**src/rtl/recon_mb_scheduler.sv**
```systemverilog
// Round-robin scheduler that time-shares one Reconstruct instance between
// NUM_REQ requesters: grant, start pulse, watchdog-guarded run, response.
module recon_mb_scheduler #(
    parameter int NUM_REQ = 2,
    parameter int ID_W    = 1,
    parameter int TAG_W   = 4,
    parameter int TIMEOUT = 1023,
    parameter int TO_W    = 10
) (
    input  logic                     clk,
    input  logic                     rst,
    input  logic [NUM_REQ-1:0]       req_valid,
    input  logic [NUM_REQ*TAG_W-1:0] req_tag,
    output logic [NUM_REQ-1:0]       req_ready,
    output logic                     rc_start,
    output logic [NUM_REQ-1:0]       rc_sel,
    input  logic                     rc_done,
    input  logic [30:0]              rc_nz,
    output logic                     rsp_valid,
    input  logic                     rsp_ready,
    output logic [ID_W-1:0]          rsp_id,
    output logic [TAG_W-1:0]         rsp_tag,
    output logic [30:0]              rsp_nz,
    output logic                     rsp_timeout,
    output logic                     busy,
    output logic                     err_spurious
);

    typedef enum logic [1:0] {
        IDLE  = 2'd0,
        START = 2'd1,
        RUN   = 2'd2,
        RESP  = 2'd3
    } state_t;

    state_t              state_reg, state_next;
    logic [ID_W-1:0]     rr_ptr_reg;
    logic [TO_W-1:0]     watchdog_reg;
    logic [NUM_REQ-1:0]  rc_sel_reg;
    logic [ID_W-1:0]     rsp_id_reg;
    logic [TAG_W-1:0]    rsp_tag_reg;
    logic [30:0]         rsp_nz_reg;
    logic                rsp_timeout_reg;
    logic                err_spurious_reg;

    logic [TAG_W-1:0]    tag_arr [NUM_REQ];
    logic                grant_found;
    logic [ID_W-1:0]     grant_idx;
    logic [ID_W-1:0]     cand;
    logic [NUM_REQ-1:0]  grant_onehot;
    logic [ID_W-1:0]     rr_next;
    logic                wd_expired;

    for (genvar gi = 0; gi < NUM_REQ; gi++) begin : g_tag
        assign tag_arr[gi] = req_tag[gi*TAG_W +: TAG_W];
    end

    // Scan from the round-robin pointer upward, wrapping, and take the first valid.
    always_comb begin
        grant_found = 1'b0;
        grant_idx   = '0;
        cand        = '0;
        for (int k = 0; k < NUM_REQ; k++) begin
            cand = ID_W'((int'(rr_ptr_reg) + k) % NUM_REQ);
            if (!grant_found && req_valid[cand]) begin
                grant_found = 1'b1;
                grant_idx   = cand;
            end
        end
    end

    assign grant_onehot = NUM_REQ'(1) << grant_idx;
    assign rr_next      = (grant_idx == ID_W'(NUM_REQ - 1)) ? '0 : grant_idx + ID_W'(1);
    assign wd_expired   = (watchdog_reg == TO_W'(TIMEOUT));

    always_ff @(posedge clk) begin
        if (rst) begin
            state_reg <= IDLE;
        end else begin
            state_reg <= state_next;
        end
    end

    always_comb begin
        state_next = state_reg;
        req_ready  = '0;
        rc_start   = 1'b0;
        rsp_valid  = 1'b0;
        case (state_reg)
            IDLE: begin
                if (grant_found) begin
                    req_ready  = grant_onehot;
                    state_next = START;
                end
            end
            START: begin
                rc_start   = 1'b1;
                state_next = RUN;
            end
            RUN: begin
                if (rc_done || wd_expired) begin
                    state_next = RESP;
                end
            end
            RESP: begin
                rsp_valid = 1'b1;
                if (rsp_ready) begin
                    state_next = IDLE;
                end
            end
            default: state_next = IDLE;
        endcase
    end

    always_ff @(posedge clk) begin
        if (rst) begin
            rr_ptr_reg       <= '0;
            watchdog_reg     <= '0;
            rc_sel_reg       <= '0;
            rsp_id_reg       <= '0;
            rsp_tag_reg      <= '0;
            rsp_nz_reg       <= '0;
            rsp_timeout_reg  <= 1'b0;
            err_spurious_reg <= 1'b0;
        end else begin
            case (state_reg)
                IDLE: begin
                    if (grant_found) begin
                        rsp_id_reg  <= grant_idx;
                        rsp_tag_reg <= tag_arr[grant_idx];
                        rc_sel_reg  <= grant_onehot;
                        rr_ptr_reg  <= rr_next;
                    end
                end
                START: watchdog_reg <= '0;
                RUN: begin
                    watchdog_reg <= watchdog_reg + TO_W'(1);
                    // A done arriving on the expiry cycle still counts as a good result.
                    if (rc_done) begin
                        rsp_nz_reg      <= rc_nz;
                        rsp_timeout_reg <= 1'b0;
                    end else if (wd_expired) begin
                        rsp_nz_reg      <= '0;
                        rsp_timeout_reg <= 1'b1;
                    end
                end
                RESP: begin
                    if (rsp_ready) begin
                        rc_sel_reg <= '0;
                    end
                end
                default: ;
            endcase
            if (rc_done && state_reg != RUN) begin
                err_spurious_reg <= 1'b1;
            end
        end
    end

    assign rc_sel       = rc_sel_reg;
    assign rsp_id       = rsp_id_reg;
    assign rsp_tag      = rsp_tag_reg;
    assign rsp_nz       = rsp_nz_reg;
    assign rsp_timeout  = rsp_timeout_reg;
    assign busy         = (state_reg != IDLE);
    assign err_spurious = err_spurious_reg;

endmodule

```
**config.mk**
```make
export PLATFORM = sky130hd
export DESIGN_NAME = recon_mb_scheduler
export DESIGN_NICKNAME = d
export VERILOG_FILES = /design/src/rtl/recon_mb_scheduler.sv
export SDC_FILE = /design/constraint.sdc
export NUM_CORES = 1
export LEC_CHECK = 0
export CAP_MARGIN = 20
export CORE_ASPECT_RATIO = 0.8
export CORE_MARGIN = 10
export CORE_UTILIZATION = 41
export DETAILED_ROUTE_END_ITERATION = 10
export PLACE_DENSITY_LB_ADDON = 0.12
export SLEW_MARGIN = 40
export SYNTH_ARGS = -nofsm -noshare
export SYNTH_HDL_FRONTEND = slang
export SYNTH_SLANG_ARGS = --single-unit
```
**constraint.sdc**
```tcl
create_clock -name clk -period 1.75 [get_ports clk]
set_input_delay 0.2625 -clock clk [delete_from_list [all_inputs] [get_ports clk]]
set_output_delay 0.2625 -clock clk [all_outputs]
set_load 0.05 [all_outputs]
```
==> qor.txt <==
CTS tree: yes
Synth cell types: 38
Via/cell ratio: 4.99
DR iter-0 viols: 44
Clk root buf: clkbuf_8
Chip height: 83.4 um
Rel. slew slack: 65.8%
Clock sink total: 53
Critical Path End Type: primary output
Crit path launch type: input pin
H-tree levels: 2
Syn Inst Count: 193
Post-route cell area: 3070 sq um
Clock Skew: 7.28 ps
Final Wtd Congestion: 0.750
Max Fclk: 608 MHz
Largest net degree at the start of global routing: 32
Grt total ovfl: 0
DRC viols: 0
Final setup vio count: 0
Vias: 1748
Worst EP arrival: 1380 ps
Max reg flops: 31
Core Rows: 22
Min cycle time layout: 1650 ps
Vias in the first global route: 1650
First-pass GRT wire length: 8.83 mm
Final Core Density: 65.2%
Number of flops mapped to enable cells by yosys: 0
DRT antenna net count: 0
Fin Hold WS: 460 ps
Worst Hold Path EP: rsp_id$_SDFFE_PP0P_
DP HPWL: 4.20 mm
WL/cell: 16.2 um
Nets: 339
Fraction of registers with async set/reset: 0%
Mapped Nets: 243
DP Area: 2940 sq um
Die width: 99.2 um
Number of synthesis warnings: 0
Max stage delay on crit path: 530 ps
HP Class: register to register
Core area: 4710 sq um
Reg2reg start: watchdog_reg[0]$_SDFFE_PP0P_
Area Growth Syn to Fin: 49.1%
Critical path class: input pin to primary output
Initial antenna violation count: 0
Number of CTS-inserted buffers: 5
Fin. Hold Viols: 0
Worst slew pin tran: 512 ps
Clock transition at path regs: 100 ps
Share of cells above drive strength 1: 25.5%
Leak pwr: 1.32 nW
Sequential cell area fraction in the yosys report: 51.6%
Top Ports: 90
RSZ-0062 raised after global routing: false
Worst-skew pair later-pin latency: 320 ps
Critical path fanouts, max: 5
Die area: 8270 sq um
Outcome: finished, final reports clean
Critical R2R Capture: rsp_nz[18]$_SDFFE_PP0P_
R2R depth: 5
Hold_sp: rsp_id$_SDFFE_PP0P_
Main synth FF type: dfxtp_1
Worst path slowest cell: clkdlybuf4s50_1
Seq cells post-synth: 53
TNS Setup: 0 ps
CP Data Required Time: 1490 ps
Iteration count of the initial detailed-routing pass: 4
Port bufs: 89
Max_cap viols: 0
Power per cell area: 1320 nW/um^2
Ant diodes: 0
Average cell area after synthesis: 10.7 sq um
Routed WL: 5.67 mm
Cell mode on critical path: buf_4
R2R setup slack: 120 ps
Initial Utilization: 43.7%
FILL cells: 395
Hold Crit Depth: 2
GR Util All Layers: 13.1%
Clock Path Buffers: 2
Synth Cell Area: 2060 sq um
Final Max Slew Viols: 0
Final period util: 94.0%
Max VDD drop: 1.12 mV
Worst path cell trace: clkdlybuf4s50_1 > a21boi_2 > buf_4 > nor2_2 > buf_4
## worst max-delay path, delay by kind of cell
family                 cells  cell delay (ps)
buffers and inverters      3              870
AND/OR/NAND/NOR            1               40
AO/OA/AOI/OAI              1              210
## layout by cell type, fill, tap and decap left out, types with 5 or more instances in the layout
cell             synthesis  layout
a21oi_1                  8       8
a22o_1                  30      30
buf_4                    1      49
clkbuf_8                 0       5
clkdlybuf4s50_1          0      44
dfxtp_1                 53      53
inv_1                    7       6
nand2_1                 15      15
nand3_1                  5       5
nor2_1                  15      13
xor2_1                   5       5
## layer usage
layer | routed length (um) | up-vias | part of all wire, % | global-route usage [%]
met5 | 0 | - | 0 | 0
met4 | 53 | 0 | 0.93 | 3.75
met3 | 492 | 5 | 8.7 | 6.29
met2 | 2440 | 60 | 43 | 19.1
met1 | 2680 | 792 | 47 | 16.8
li1 | - | 891 | - | -
## per-stage QoR
| stage | setup WS (ps) | std cells | power [mW] |
|---|---|---|---|
| after floorplan | 116 | 193 | 2.69 |
| after global placement | 93.3 | 341 | 3.27 |
| after detailed placement | 61.0 | 341 | 3.28 |
| after CTS | 3.65 | 349 | 4.06 |
| after global routing | 9.68 | 350 | 4.28 |
| final | 105 | 350 | 4.05 |
## cells by family (layout without fill, tap and decap cells)
kind of cell	Yosys count	in the layout	share of synthesized area, %
simple gates	52	52	12.5
mux	2	2	0.973
fa+ha+maj	5	5	3.04
flops	53	53	51.6
compound gates	57	58	22.9
buf+inv	18	114	6.50
xor+xnor	6	6	2.55
## synthesized netlist by cell type, types with 2 or more instances
cell | instances | area, sq um
buf_2 | 2 | 10.0
a22o_1 | 30 | 263
buf_6 | 4 | 45.0
ha_1 | 5 | 62.6
a21o_1 | 2 | 15.0
nand2b_1 | 4 | 25.0
o21ai_0 | 4 | 20.0
and4_4 | 2 | 22.5
a21oi_1 | 8 | 40.0
a211oi_1 | 2 | 15.0
nor2_1 | 15 | 56.3
dfxtp_1 | 53 | 1060
nand2_1 | 15 | 56.3
a311oi_1 | 3 | 26.3
xor2_1 | 5 | 43.8
nand3_1 | 5 | 25.0
mux2i_1 | 2 | 20.0
clkbuf_1 | 2 | 7.51
inv_1 | 7 | 26.3
or3_1 | 4 | 25.0
nand4_1 | 2 | 12.5
## worst max-delay path by stage
stage | from | to | slack [ps] | cells after the start
4_1_cts | rsp_nz[23]$_SDFFE_PP0P_ | rsp_nz[23] | 4 | 1
5_1_grt | state_reg[1]$_SDFFE_PP0P_ | req_ready[0] | 10 | 5
2_1_floorplan | state_reg[0]$_SDFFE_PP0P_ | rsp_tag[1]$_SDFFE_PP0P_ | 120 | 7
3_3_place_gp | req_valid[1] | req_ready[0] | 90 | 5
3_5_place_dp | req_valid[1] | req_ready[0] | 60 | 5
6_report | req_valid[1] | req_ready[0] | 100 | 5
## final cells by class
class	count	area [sq um]	share of cell area, %
clock buffer	5	68.8	2.24
clock inverter	3	25.0	0.816
inverter	7	26.3	0.856
multi-input combinational	123	898	29.3
sequential	53	1060	34.6
tap	60	75.1	2.45
timing repair buffer	99	913	29.8
## power by group
group / switching, mW / internal (mW)
registers: 0.0894 / 1.36
logic: 1.12 / 0.750
clock network: 0.432 / 0.292
total: 1.65 / 2.40
## repair_timing
item / CTS / global route
gates cloned: 0 / 1
setup endpoints to repair: 2 / 5
resized for setup: 3 / 5
pin swaps: 0 / 0
hold buffers: 0 / 0
setup buffers: 0 / 0
Note: power is estimated with default switching activity, not from simulation.
